--- config.mk ---
export PLATFORM = sky130hd
export DESIGN_NAME = imem_loader
export DESIGN_NICKNAME = d
export VERILOG_FILES = /design/src/rtl/imem_loader.sv
export SDC_FILE = /design/constraint.sdc
export NUM_CORES = 1
export LEC_CHECK = 0
export ABC_AREA = 1
export BUFFER_PORTS_ARGS = -buffer_cell sky130_fd_sc_hd__clkbuf_2
export CAP_MARGIN = 20
export CORE_MARGIN = 3
export CORE_UTILIZATION = 50
export CTS_BUF_LIST = sky130_fd_sc_hd__clkbuf_4 sky130_fd_sc_hd__clkbuf_8
export DETAILED_ROUTE_END_ITERATION = 16
export HOLD_SLACK_MARGIN = 0.1
export PLACE_DENSITY = 0.85
export SLEW_MARGIN = 20
export SYNTH_ARGS = -nofsm -noshare
export SYNTH_HDL_FRONTEND = slang
export SYNTH_SLANG_ARGS = --single-unit
export TNS_END_PERCENT = 100
--- constraint.sdc ---
create_clock -name clk -period 2.37 [get_ports clk]
set_input_delay 0.474 -clock clk [delete_from_list [all_inputs] [get_ports clk]]
set_output_delay 0.474 -clock clk [all_outputs]
set_load 0.02 [all_outputs]
--- src/rtl/imem_loader.sv ---
// Boot-time loader: byte stream -> little-endian 32-bit words -> instruction memory writes.
// Optional trailing XOR checksum is built when IMEM_LOADER_CSUM_EN is defined.
module imem_loader #(
    parameter logic [63:0] ADDR_BASE = 64'd0,
    parameter int unsigned MAX_WORDS = 256
) (
    input  logic        clk,
    input  logic        reset,
    input  logic        byte_valid,
    input  logic [7:0]  byte_data,
    output logic        byte_ready,
    input  logic        restart,
    output logic        imem_we,
    output logic [63:0] imem_addr,
    output logic [31:0] imem_wdata,
    output logic        core_hold,
    output logic        load_done,
    output logic        load_err
);

    localparam int unsigned COUNT_W = 16;
    localparam int unsigned LANE_W  = 2;

    typedef enum logic [2:0] {
        S_HDR_LO,
        S_HDR_HI,
        S_DATA,
        S_CSUM,
        S_DONE,
        S_ERROR
    } state_t;

    state_t               state;
    logic [LANE_W-1:0]    lane;
    logic [COUNT_W-1:0]   index;
    logic [COUNT_W-1:0]   word_count;
    logic [7:0]           cnt_lo;
    logic [23:0]          word_buf;
`ifdef IMEM_LOADER_CSUM_EN
    logic [7:0]           csum;
`endif

    logic                 xfer;
    logic [COUNT_W-1:0]   hdr_count;
    logic                 hdr_too_big;
    logic                 last_word;
    logic [63:0]          word_addr;

    // Ready is gated by reset directly so no byte is taken while reset is held.
    assign byte_ready  = !reset && (state == S_HDR_LO || state == S_HDR_HI ||
                                    state == S_DATA   || state == S_CSUM);
    assign xfer        = byte_valid && byte_ready;
    assign hdr_count   = {byte_data, cnt_lo};
    assign hdr_too_big = 32'(hdr_count) > MAX_WORDS;
    assign last_word   = (index == word_count - COUNT_W'(1));
    assign word_addr   = ADDR_BASE + {46'd0, index, 2'b00};

    always_ff @(posedge clk) begin
        if (reset) begin
            state      <= S_HDR_LO;
            lane       <= '0;
            index      <= '0;
            word_count <= '0;
            cnt_lo     <= '0;
            word_buf   <= '0;
`ifdef IMEM_LOADER_CSUM_EN
            csum       <= '0;
`endif
            imem_we    <= 1'b0;
            imem_addr  <= '0;
            imem_wdata <= '0;
            core_hold  <= 1'b1;
            load_done  <= 1'b0;
            load_err   <= 1'b0;
        end else begin
            imem_we <= 1'b0;
            case (state)
                S_HDR_LO: begin
                    if (xfer) begin
                        cnt_lo <= byte_data;
                        state  <= S_HDR_HI;
                    end
                end

                S_HDR_HI: begin
                    if (xfer) begin
                        word_count <= hdr_count;
                        lane       <= '0;
                        index      <= '0;
`ifdef IMEM_LOADER_CSUM_EN
                        csum       <= '0;
`endif
                        if (hdr_too_big) begin
                            state    <= S_ERROR;
                            load_err <= 1'b1;
                        end else if (hdr_count == '0) begin
`ifdef IMEM_LOADER_CSUM_EN
                            state     <= S_CSUM;
`else
                            state     <= S_DONE;
                            load_done <= 1'b1;
                            core_hold <= 1'b0;
`endif
                        end else begin
                            state <= S_DATA;
                        end
                    end
                end

                S_DATA: begin
                    if (xfer) begin
`ifdef IMEM_LOADER_CSUM_EN
                        csum <= csum ^ byte_data;
`endif
                        lane <= lane + LANE_W'(1);
                        case (lane)
                            2'd0: word_buf[7:0]   <= byte_data;
                            2'd1: word_buf[15:8]  <= byte_data;
                            2'd2: word_buf[23:16] <= byte_data;
                            default: begin
                                imem_we    <= 1'b1;
                                imem_addr  <= word_addr;
                                imem_wdata <= {byte_data, word_buf};
                                index      <= index + COUNT_W'(1);
                                if (last_word) begin
`ifdef IMEM_LOADER_CSUM_EN
                                    state     <= S_CSUM;
`else
                                    state     <= S_DONE;
                                    load_done <= 1'b1;
                                    core_hold <= 1'b0;
`endif
                                end
                            end
                        endcase
                    end
                end

`ifdef IMEM_LOADER_CSUM_EN
                S_CSUM: begin
                    if (xfer) begin
                        if (byte_data == csum) begin
                            state     <= S_DONE;
                            load_done <= 1'b1;
                            core_hold <= 1'b0;
                        end else begin
                            state    <= S_ERROR;
                            load_err <= 1'b1;
                        end
                    end
                end
`endif

                S_DONE, S_ERROR: begin
                    if (restart) begin
                        state     <= S_HDR_LO;
                        lane      <= '0;
                        index     <= '0;
`ifdef IMEM_LOADER_CSUM_EN
                        csum      <= '0;
`endif
                        core_hold <= 1'b1;
                        load_done <= 1'b0;
                        load_err  <= 1'b0;
                    end
                end

                default: begin
                    state     <= S_HDR_LO;
                    core_hold <= 1'b1;
                    load_done <= 1'b0;
                    load_err  <= 1'b0;
                end
            endcase
        end
    end

endmodule

Yosys cells after proc, flatten, opt, wreduce, memory -nomap -nowiden
Cells that the tools add are included.
{"block": "totals", "reg_bits": 121, "inputBits": 12, "out_inout_bits": 101}
{"block": "op_classes", "addsub": 3, "magnitude_cmp": 1, "eq_ne": 17, "n_mux": 38, "n_bitwise": 5, "n_reduce_logical": 25}
{"operator": "16-bit 2-to-1 mux", "n": 4}
{"operator": "16-bit case mux with 3 select lines", "n": 1}
{"operator": "3-bit 2-to-1 mux", "n": 8}
{"operator": "1-bit 2-to-1 mux", "n": 17}
{"operator": "16-bit by 1-bit adder with 16-bit output, second input constant", "n": 1}
{"operator": "16-bit equality test", "n": 1}
{"operator": "16-bit by 9-bit greater-than comparator with 1-bit output, second input constant", "n": 1}
{"operator": "16-bit logical NOT", "n": 1}
{"operator": "2-bit inequality test, second input constant", "n": 8}
{"operator": "16-bit by 1-bit subtractor with 16-bit output, second input constant", "n": 1}
{"operator": "3-bit case mux with 4 select lines", "n": 1}
{"operator": "3-bit AND reduction", "n": 4}
{"operator": "1-bit case mux with 4 select lines", "n": 2}
{"operator": "4-bit AND reduction", "n": 2}
{"operator": "8-bit AND reduction", "n": 1}
{"operator": "3-bit by 2-bit equality test with 1-bit output, second input constant", "n": 2}
{"operator": "3-bit equality test, second input constant", "n": 2}
{"operator": "2-bit 2-to-1 mux", "n": 3}
{"operator": "2-bit case mux with 3 select lines", "n": 1}
{"operator": "6-bit AND reduction", "n": 1}
{"operator": "3-bit OR reduction", "n": 2}
{"operator": "1-bit inverter", "n": 5}
{"operator": "5-bit AND reduction", "n": 1}
{"operator": "2-bit AND reduction", "n": 2}
{"operator": "13 further kinds", "n": 17}

Longest topological paths before layout
Gate-level depths: netlist of run 1.
{"block": "depth", "word_depth": 8, "mapped_depth": 16, "depth_no_buf": 16}

Least setup slack after synthesis of run 1
OpenSTA, ideal clock, no wires.
{"block": "synth_path", "path_type": "input -> register", "start": "input reset", "end": "register index[11]", "setup_ns": 0.113, "t_arrival_ns": 1.864, "required_time_ns": 2.257, "setup_slack_ns": 0.394, "cell_stages": 12, "n_path_buf": 0, "cell_sequence": "nor2_1 > nand2_2 > nand2_2 > nand2_2 > nor2_4 > o21ai_2 > nor2_4 > nand3_2 > nor2_2 > nand2_1 > nor2_1 > nor2_1"}
{"block": "synth_via", "elab_chain_len": 5, "elab_cells_between_ends": 6, "classes_between": "eq/ne: 2; reduce/logical: 4"}
{"element": "start, declared", "line_no": "8", "rtl": "input logic reset,"}
{"element": "1-bit logical NOT", "line_no": "50", "rtl": "assign byte_ready = !reset && (state == S_HDR_LO || state == S_HDR_HI ||"}
{"element": "1-bit logical AND", "line_no": "50"}
{"element": "1-bit logical AND", "line_no": "52", "rtl": "assign xfer = byte_valid && byte_ready;"}
{"element": "2-bit inequality test (no line)"}
{"element": "5-bit AND reduction (no line)"}
{"element": "end signal, assigned", "line_no": "124", "rtl": "index <= index + COUNT_W'(1);"}
{"element": "end, declared", "line_no": "35", "rtl": "logic [COUNT_W-1:0] index;"}
Parallel ways exist; a longest one is shown, timed or not.
A chain may end at the register's enable or synchronous reset.

Worst setup path after layout of run 1
{"block": "layout_path", "start": "register word_count[0]", "end": "register state[1]"}
{"block": "layout_via", "elab_chain_len": 4}
{"element": "start, declared", "line_no": "36", "rtl": "logic [COUNT_W-1:0] word_count;"}
{"element": "start signal, assigned", "line_no": "87", "rtl": "word_count <= hdr_count;"}
{"element": "16-bit by 1-bit subtractor with 16-bit output", "line_no": "55", "rtl": "assign last_word = (index == word_count - COUNT_W'(1));"}
{"element": "16-bit equality test", "line_no": "55"}
{"element": "2-bit inequality test (no line)"}
{"element": "6-bit AND reduction (no line)"}
{"element": "end signal, assigned", "line_no": "60", "rtl": "state <= S_HDR_LO;"}
{"element": "end signal, assigned", "line_no": "81", "rtl": "state <= S_HDR_HI;"}
{"element": "end signal, assigned", "line_no": "94", "rtl": "state <= S_ERROR;"}
{"element": "end, declared", "line_no": "33", "rtl": "state_t state;"}
No other way between the ends.

==> results of run 1 <==
layout by cell type (no fill, tap or decap), types with 5 or more instances in the layout:
cell type and n:
nor2_1 188, dfxtp_1 121, o21ai_0 105, nand2_1 83, clkbuf_2 64, inv_1 53
conb_1 48, a21oi_1 47, nand3_1 22, clkbuf_8 18, xor2_1 15, nor3_1 8
buf_4 8, nand4_1 7, nor2_4 6, nor2_2 5, xnor2_1 5, ha_1 5
kinds of logic (layout without fill, tap and decap cells):
logic type	after synthesis	after routing	share of synthesized area (%)
other	1	48	0.0670
and+or+nand+nor	332	332	25.0
AOI/OAI and AO/OA	162	162	14.9
adders and majority gates	6	6	1.34
buffers and inverters	132	166	12.1
DFF	121	121	43.3
muxes	1	1	0.179
xor gates and xnor gates	20	20	3.13
Yosys cell counts:
| library cell | instances |
|---|---|
| a211oi_1 | 3 |
| mux2i_1 | 1 |
| o21ai_1 | 2 |
| nand3_1 | 22 |
| a21oi_2 | 1 |
| nand3b_1 | 3 |
| o21bai_1 | 2 |
| nor4_1 | 1 |
| conb_1 | 1 |
| ha_1 | 6 |
| xor2_1 | 15 |
| o21ai_0 | 105 |
| nand2_2 | 4 |
| inv_2 | 3 |
| nor3b_1 | 1 |
| clkbuf_1 | 19 |
| buf_4 | 48 |
| dfxtp_1 | 121 |
| o21ai_2 | 1 |
| inv_1 | 53 |
| nor2_1 | 190 |
| nor2_2 | 4 |
| and2_1 | 1 |
| buf_2 | 3 |
| a21oi_1 | 47 |
| buf_1 | 1 |
| nand4_1 | 7 |
| nor2_4 | 5 |
| nand3_2 | 1 |
| clkinv_1 | 5 |
| nor3_1 | 8 |
| xnor2_1 | 5 |
| o211ai_1 | 1 |
| nand2_1 | 83 |
| nand2_4 | 2 |
sequential cells by signal, summed over array words and instances (netlist names):
| signal | count |
|---|---|
| word_buf | 24 |
| core_hold | 1 |
| word_count | 16 |
| imem_we | 1 |
| cnt_lo | 8 |
| load_err | 1 |
| imem_addr | 16 |
| load_done | 1 |
| lane | 2 |
| state | 3 |
| index | 16 |
| imem_wdata | 32 |
worst min-delay path, cell delays in order:
cell	delay, ns
clkbuf_2	0.08
inv_1	0.09
a21oi_1	0.13
routing by layer:
layer / GRT usage [%] / vias to the layer above
met2: 35.3 / 161
li1: - / 2544
met1: 26.0 / 2271
met5: 0 / -
met3: 5.76 / 31
met4: 6.97 / 0
per-stage QoR:
| stage | utilization, % | instances | cell area [sq um] | hold slack (ns) | setup TNS, ns |
|---|---|---|---|---|---|
| 2_1_floorplan | - | 822 | 5780 | 0.441 | 0 |
| 3_5_place_dp | 54.2 | 964 | 5900 | 0.460 | 0 |
| 6_report | 58.1 | 996 | 6330 | 0.375 | 0 |
| 4_1_cts | 58.0 | 996 | 6320 | 0.366 | 0 |
| 3_3_place_gp | 54.2 | 964 | 5900 | 0.463 | 0 |
| 5_1_grt | 58.1 | 996 | 6330 | 0.370 | -0.0192 |
power by group through the flow:
stage	Combinational, mW	Sequential (mW)	Clock (mW)
after floorplan	1.20	2.28	0
after global placement	1.38	2.28	0
after detailed placement	1.41	2.29	0
after CTS	1.42	2.24	1.94
after global routing	1.64	2.26	2.05
final	1.45	2.24	1.93
worst max-delay path by stage:
stage	endpoint	slack (ns)
2_1_floorplan	index[11]$_SDFFE_PP0P_	0.39
3_3_place_gp	index[11]$_SDFFE_PP0P_	0.34
3_5_place_dp	index[11]$_SDFFE_PP0P_	0.23
4_1_cts	state[1]$_SDFFE_PP0P_	0.23
5_1_grt	state[1]$_SDFFE_PP0P_	-0.02
6_report	state[1]$_SDFFE_PP0P_	0.29
final cells by class:
type,count,area (sq um)
Inverter,61,229
Timing Repair Buffer,73,400
Clock buffer,18,248
Sequential cell,121,2420
Clock inverter,14,170
Multi-Input combinational cell,569,2690
Tap cell,140,175
Fill cell,976,4560
==> metrics.csv, run 1 <==
stage,metric,value,unit
die,pin_count,113,
critical_path,crit_path_max_fanout,5,
power_and_ir_drop,leakage,3.03,nW
global_routing,grt_pass1_wl,21500,microns
detailed_routing,num_vias,5007,
global_routing,grt_max_degree,85,
hold_path,hold_path_class,input port to register,
synthesis,ys_top_cells_by_area,"dfxtp_1 43%, nor2_1 13%, o21ai_0 9.4%",
critical_path,end_kind,register,
timing,slew_headroom,54.8,%
job,cap_violations,0,
clock_network,clock_sinks,121,
layout,diodes,0,
global_routing,grtUsageTotal,21.0,%
timing,slew_violations,0,
detailed_routing,first_pass_iters,5,
power_and_ir_drop,p_sw_share,34.7,%
clock_network,cts_tree,built,
clock_network,cts_hold_buf,0,
clock_network,root_buffer,clkbuf_8,
critical_path,reg2reg_setup_slack,0.29,ns
hold_path,hold_end,cnt_lo[0]$_SDFFE_PP0P_,
detailed_routing,drcViolationCount,0,
critical_path,cp-startpoint,word_count[0]$_SDFFE_PP0P_,
synthesis,seq_area_frac_synth,43.3,%
timing,period_needed,2.08,ns
timing,fin_skew,0.00923,ns
clock_network,clk_pin_slew,0.07,ns
power_and_ir_drop,p_clk_share,34.3,%
die,die_h,112,microns
place,dp_hpwl,8890,microns
critical_path,crit_type,register to register,
timing,fmax,0.480,GHz
timing,worstMarginPinSlew,0.677,ns
critical_path,crit_buf_inv,2,
critical_path,crit_path_max_incr_delay,0.32,ns
outcome,outcome,finished clean,
critical_path,r2r_start,word_count[0]$_SDFFE_PP0P_,
global_routing,overflow,0,
critical_path,required,2.70,ns
place,io_buffers,64,
place,gp_congestion,0.944,
synthesis,synth_area,5600,sq um
detailed_routing,wire_per_inst,12.9,microns
timing,fin_ws,0.287,ns
critical_path,crit_cells,15,
die,core.rowCount,38,
power_and_ir_drop,vdd_drop_max,0.868,mV
detailed_routing,drt_iter0_markers,431,
clock_network,post_cts_resized,0,
clock_network,clk_latency,0.43,ns
power_and_ir_drop,seqPwrFrac,39.9,%
timing,finalHoldViolCount,0,
die,coreArea,10900,sq um
die,fp.dieW,112,microns
critical_path,path_cells,inv_1 -> ha_2 -> nand2_1 -> nor2_2 -> nand2_1 -> nand3_1 -> nand2_1 -> nor2_1 -> nand2_1 -> nor2_1 -> nand2_1 -> nand2_1 -> nand2_1 -> o21bai_1 -> inv_1,
place,pre_cts_slack,0.229,ns
clock_network,clockBufferDepth,2,
hold_path,min_from,byte_data[0],
hold_path,holdPathStages,3,
layout,fin_nets,861,
power_and_ir_drop,p_int,3.67,mW
timing,period_share,87.9,%
synthesis,yosysTopAreaCell,dfxtp_1,
synthesis,avgSynthCellArea,7.22,sq um
critical_path,cp-start-kind,register,
critical_path,reg2reg_to,state[1]$_SDFFE_PP0P_,
critical_path,cp.arrival,2.41,ns
global_routing,antenna_found_initial,0,
detailed_routing,via_per_inst,5.03,
critical_path,reg2reg_depth,15,
layout,synthToLayoutAreaGrowth,13.1,%
detailed_routing,route.met3.wl,777,microns
power_and_ir_drop,switchingPower,1.95,mW
detailed_routing,postRouteWirelength,12800,microns
power_and_ir_drop,powerDensity,888,nW/um^2
critical_path,crit_family,simple AND/OR/NAND/NOR gates,
critical_path,timing.critical_path.mode_cell,nand2_1,
clock_network,cts-buffers-inserted,17,
clock_network,post_cts_buffers,0,
detailed_routing,detail-route-antenna-nets,0,
power_and_ir_drop,combPwrFrac,25.8,%
layout,drive_gt1_share,15.2,%
synthesis,synthCells,775,
synthesis,synth_seq_cells,121,
detailed_routing,top_layer,met4,
detailed_routing,wl_met1,5560,microns
clock_network,htreeDepth,4,
synthesis,synth_top_cell_area_share,43.3,%
synthesis,ys_types,35,
die,start_util,51.4,%
die,dieArea,12500,sq um
synthesis,yosys_warnings,0,
power_and_ir_drop,power,5.62,mW
timing,final-setup-viol-count,0,
global_routing,grt_pass1_vias,4610,
critical_path,cp_slowest_cell,dfxtp_1,
detailed_routing,dr_wl_met2,6220,microns
No activity file was read; power rests on OpenSTA's default activity.
==> run 2, diff against run 1 <==
==> constraint.sdc (replaced) <==
create_clock -name clk -period 2.37 [get_ports clk]
set_input_delay 0.474 -clock clk [delete_from_list [all_inputs] [get_ports clk]]
set_output_delay 0.474 -clock clk [all_outputs]
set_load 0.05 [all_outputs]
==> run 2 against run 1 <==
- sequential power about the same
- sequential share of layout area about the same
- core utilization about the same
- cell count increased by 0.10%
- power increased by 3.0%
- flip-flop and latch count unchanged
- critical path depth unchanged
- register-to-register slack about the same
- largest power group unchanged
==> metrics.csv, run 2 (same netlist as run 1, synthesis figures left out) <==
stage,metric,value,unit,change
outcome,outcome,finished clean,,unchanged
die,fp.dieW,112,microns,unchanged
die,pin_count,113,,unchanged
detailed_routing,via_per_inst,5.07,,was 5.03
power_and_ir_drop,leakage,3.03,nW,about the same
die,die_h,112,microns,unchanged
critical_path,cp-start-kind,register,,unchanged
detailed_routing,drcViolationCount,0,,unchanged
power_and_ir_drop,combPwrFrac,28.1,%,was 25.8%
timing,finalHoldViolCount,0,,unchanged
critical_path,required,2.71,ns,was 2.70 ns
detailed_routing,wire_per_inst,13.0,microns,was 12.9 microns
layout,fillers,982,,was 976
detailed_routing,first_pass_iters,6,,was 5
place,dp_hpwl,8850,microns,was 8890 microns
timing,period_needed,2.08,ns,about the same
layout,fin_nets,862,,was 861
timing,fmax,0.481,GHz,was 0.480 GHz
clock_network,clk_latency,0.45,ns,was 0.43 ns
clock_network,clock_sinks,121,,unchanged
power_and_ir_drop,powerDensity,915,nW/um^2,was 888 nW/um^2
layout,largest_register_ffs,32,,unchanged
clock_network,cts-buffers-inserted,17,,unchanged
global_routing,overflow,0,,unchanged
clock_network,cts_tree,built,,unchanged
critical_path,reg2reg_setup_slack,0.29,ns,about the same
timing,slew_headroom,55.6,%,was 54.8%
timing,fin_skew,0.0120,ns,was 0.00923 ns
timing,rsz0062_at_grt,false,,
job,cap_violations,0,,unchanged
power_and_ir_drop,p_clk_share,33.2,%,was 34.3%
timing,period_share,87.7,%,was 87.9%
detailed_routing,drt_iter0_markers,310,,was 431
place,io_buffers,64,,unchanged
critical_path,reg2reg_to,state[1]$_SDFFE_PP0P_,,unchanged
timing,final-setup-viol-count,0,,unchanged
detailed_routing,postRouteWirelength,13000,microns,was 12800 microns
timing,slew_violations,0,,unchanged
global_routing,grt_pass1_vias,4685,,was 4610
global_routing,grtUsageTotal,20.9,%,was 21.0%
critical_path,r2r_start,word_count[0]$_SDFFE_PP0P_,,unchanged
power_and_ir_drop,p_sw_share,37.5,%,was 34.7%
critical_path,reg2reg_depth,15,,unchanged
clock_network,root_buffer,clkbuf_8,,unchanged
layout,multi_input_area,2680,sq um,was 2690 sq um
layout,drive_gt1_share,15.4,%,was 15.2%
timing,worstMarginPinSlew,0.665,ns,was 0.677 ns
layout,ff_latch_area,2420,sq um,unchanged
layout,largestRegisters,"imem_wdata (32), word_buf (24)",,unchanged
place,gp_congestion,0.893,,was 0.944
detailed_routing,detail-route-antenna-nets,0,,unchanged
power_and_ir_drop,vdd_drop_max,0.760,mV,was 0.868 mV
critical_path,end_kind,register,,unchanged
hold_path,holdPathStages,3,,unchanged
global_routing,antenna_found_initial,0,,unchanged
layout,synthToLayoutAreaGrowth,13.1,%,about the same
global_routing,grt_max_degree,44,,was 85
power_and_ir_drop,p_int,3.62,mW,was 3.67 mW
critical_path,crit_type,register to register,,unchanged
die,core.rowCount,38,,unchanged
layout,post-route-util,58.1,%,about the same
die,start_util,51.4,%,unchanged
timing,setup-tns-final,0,ns,unchanged
global_routing,grt_pass1_wl,21500,microns,about the same
clock_network,post_cts_buffers,0,,unchanged
critical_path,cp.arrival,2.42,ns,was 2.41 ns
clock_network,clockBufferDepth,2,,unchanged
power_and_ir_drop,switchingPower,2.17,mW,was 1.95 mW
layout,layout_commonest_cell,nor2_1,,unchanged
clock_network,htreeDepth,4,,unchanged
layout,top_register,imem_wdata,,unchanged
clock_network,clk_pin_slew,0.08,ns,was 0.07 ns
clock_network,cts_hold_buf,0,,unchanged
die,coreArea,10900,sq um,unchanged
hold_path,hold_path_class,input port to register,,unchanged
detailed_routing,num_vias,5054,,was 5007
die,dieArea,12500,sq um,unchanged
power_and_ir_drop,power,5.79,mW,was 5.62 mW
power_and_ir_drop,seqPwrFrac,38.7,%,was 39.9%
layout,final_cell_mix,"187 x nor2_1, 121 x dfxtp_1, 105 x o21ai_0",,"was 188 x nor2_1, 121 x dfxtp_1, 105 x o21ai_0"
layout,diodes,0,,unchanged
critical_path,endpoint,state[1]$_SDFFE_PP0P_,,unchanged
critical_path,crit_path_max_fanout,5,,unchanged
critical_path,cp-startpoint,word_count[0]$_SDFFE_PP0P_,,unchanged
==> run 2: changes by cell type in the layout (fill, tap and decap cells not counted), sizes merged <==
cell	change
clkinv	-3
inv	+3
buf	+1
bufinv	-1
clkinvlp	+1
==> run 2: power by group through the flow <==
stage | Clock [mW] | Combinational, mW | Sequential (mW)
2_1_floorplan | 0 | 1.31 | 2.31
3_3_place_gp | 0 | 1.56 | 2.29
3_5_place_dp | 0 | 1.58 | 2.29
4_1_cts | 1.94 | 1.60 | 2.24
5_1_grt | 2.04 | 1.81 | 2.26
6_report | 1.92 | 1.62 | 2.24
==> run 2: how the worst min path moves through the flow <==
stage | to | start | slack (ns)
finish | imem_wdata[31]$_SDFFE_PP0P_ | byte_data[7] | 0.40
global route | imem_wdata[27]$_SDFFE_PP0P_ | byte_data[3] | 0.40
CTS | imem_wdata[31]$_SDFFE_PP0P_ | byte_data[7] | 0.38
detailed placement | load_done$_SDFFE_PP0P_ | load_done$_SDFFE_PP0P_ | 0.46
global placement | load_done$_SDFFE_PP0P_ | load_done$_SDFFE_PP0P_ | 0.45
floorplan | word_count[0]$_SDFFE_PP0P_ | cnt_lo[0]$_SDFFE_PP0P_ | 0.44
==> run 2: final cells by class <==
cell class                      instances  share of cell area (%)
Multi-Input combinational cell        569                    42.4
Sequential cell                       121                    38.3
Timing Repair Buffer                   74                    6.44
Clock buffer                           18                    3.91
Inverter                               61                    3.62
Tap cell                              140                    2.77
Clock inverter                         14                    2.59
==> run 2: worst max-delay path: stages, from the launching register on <==
cell and delay [ns]:
dfxtp_1 0.32, inv_1 0.13, ha_2 0.23, nand2_1 0.11, nor2_2 0.21, nand3_1 0.10, nand2_1 0.08, nand2_1 0.05
inv_1 0.04, nand2_1 0.04, nor2_1 0.13, nand2_1 0.08, nand2_1 0.16, nand2_1 0.11, o21bai_1 0.14, inv_1 0.05
==> run 2: repair_timing <==
item / 4_1_cts / 5_1_grt
gates resized for setup: 0 / 3
endpoints found under the setup margin: 0 / 2
hold endpoints to repair: 0 / 0
==> run 2: metrics by stage <==
step / hold WS, ns / area, sq um / setup WS [ns] / instances
floorplan: 0.441 / 5780 / 0.258 / 822
global placement: 0.455 / 5910 / 0.331 / 965
detailed placement: 0.456 / 5910 / 0.252 / 965
CTS: 0.382 / 6320 / 0.236 / 997
global route: 0.404 / 6330 / 0.0271 / 997
finish: 0.400 / 6330 / 0.291 / 997
==> run 2: routing by layer <==
metal  vias up  GRT usage [%]  part of all wire (%)
met5         -              0                     0
met4         0           10.1                   3.2
met3        48           4.78                   6.5
met2       170           35.9                    49
met1      2305           24.6                    42
li1       2531              -                     -
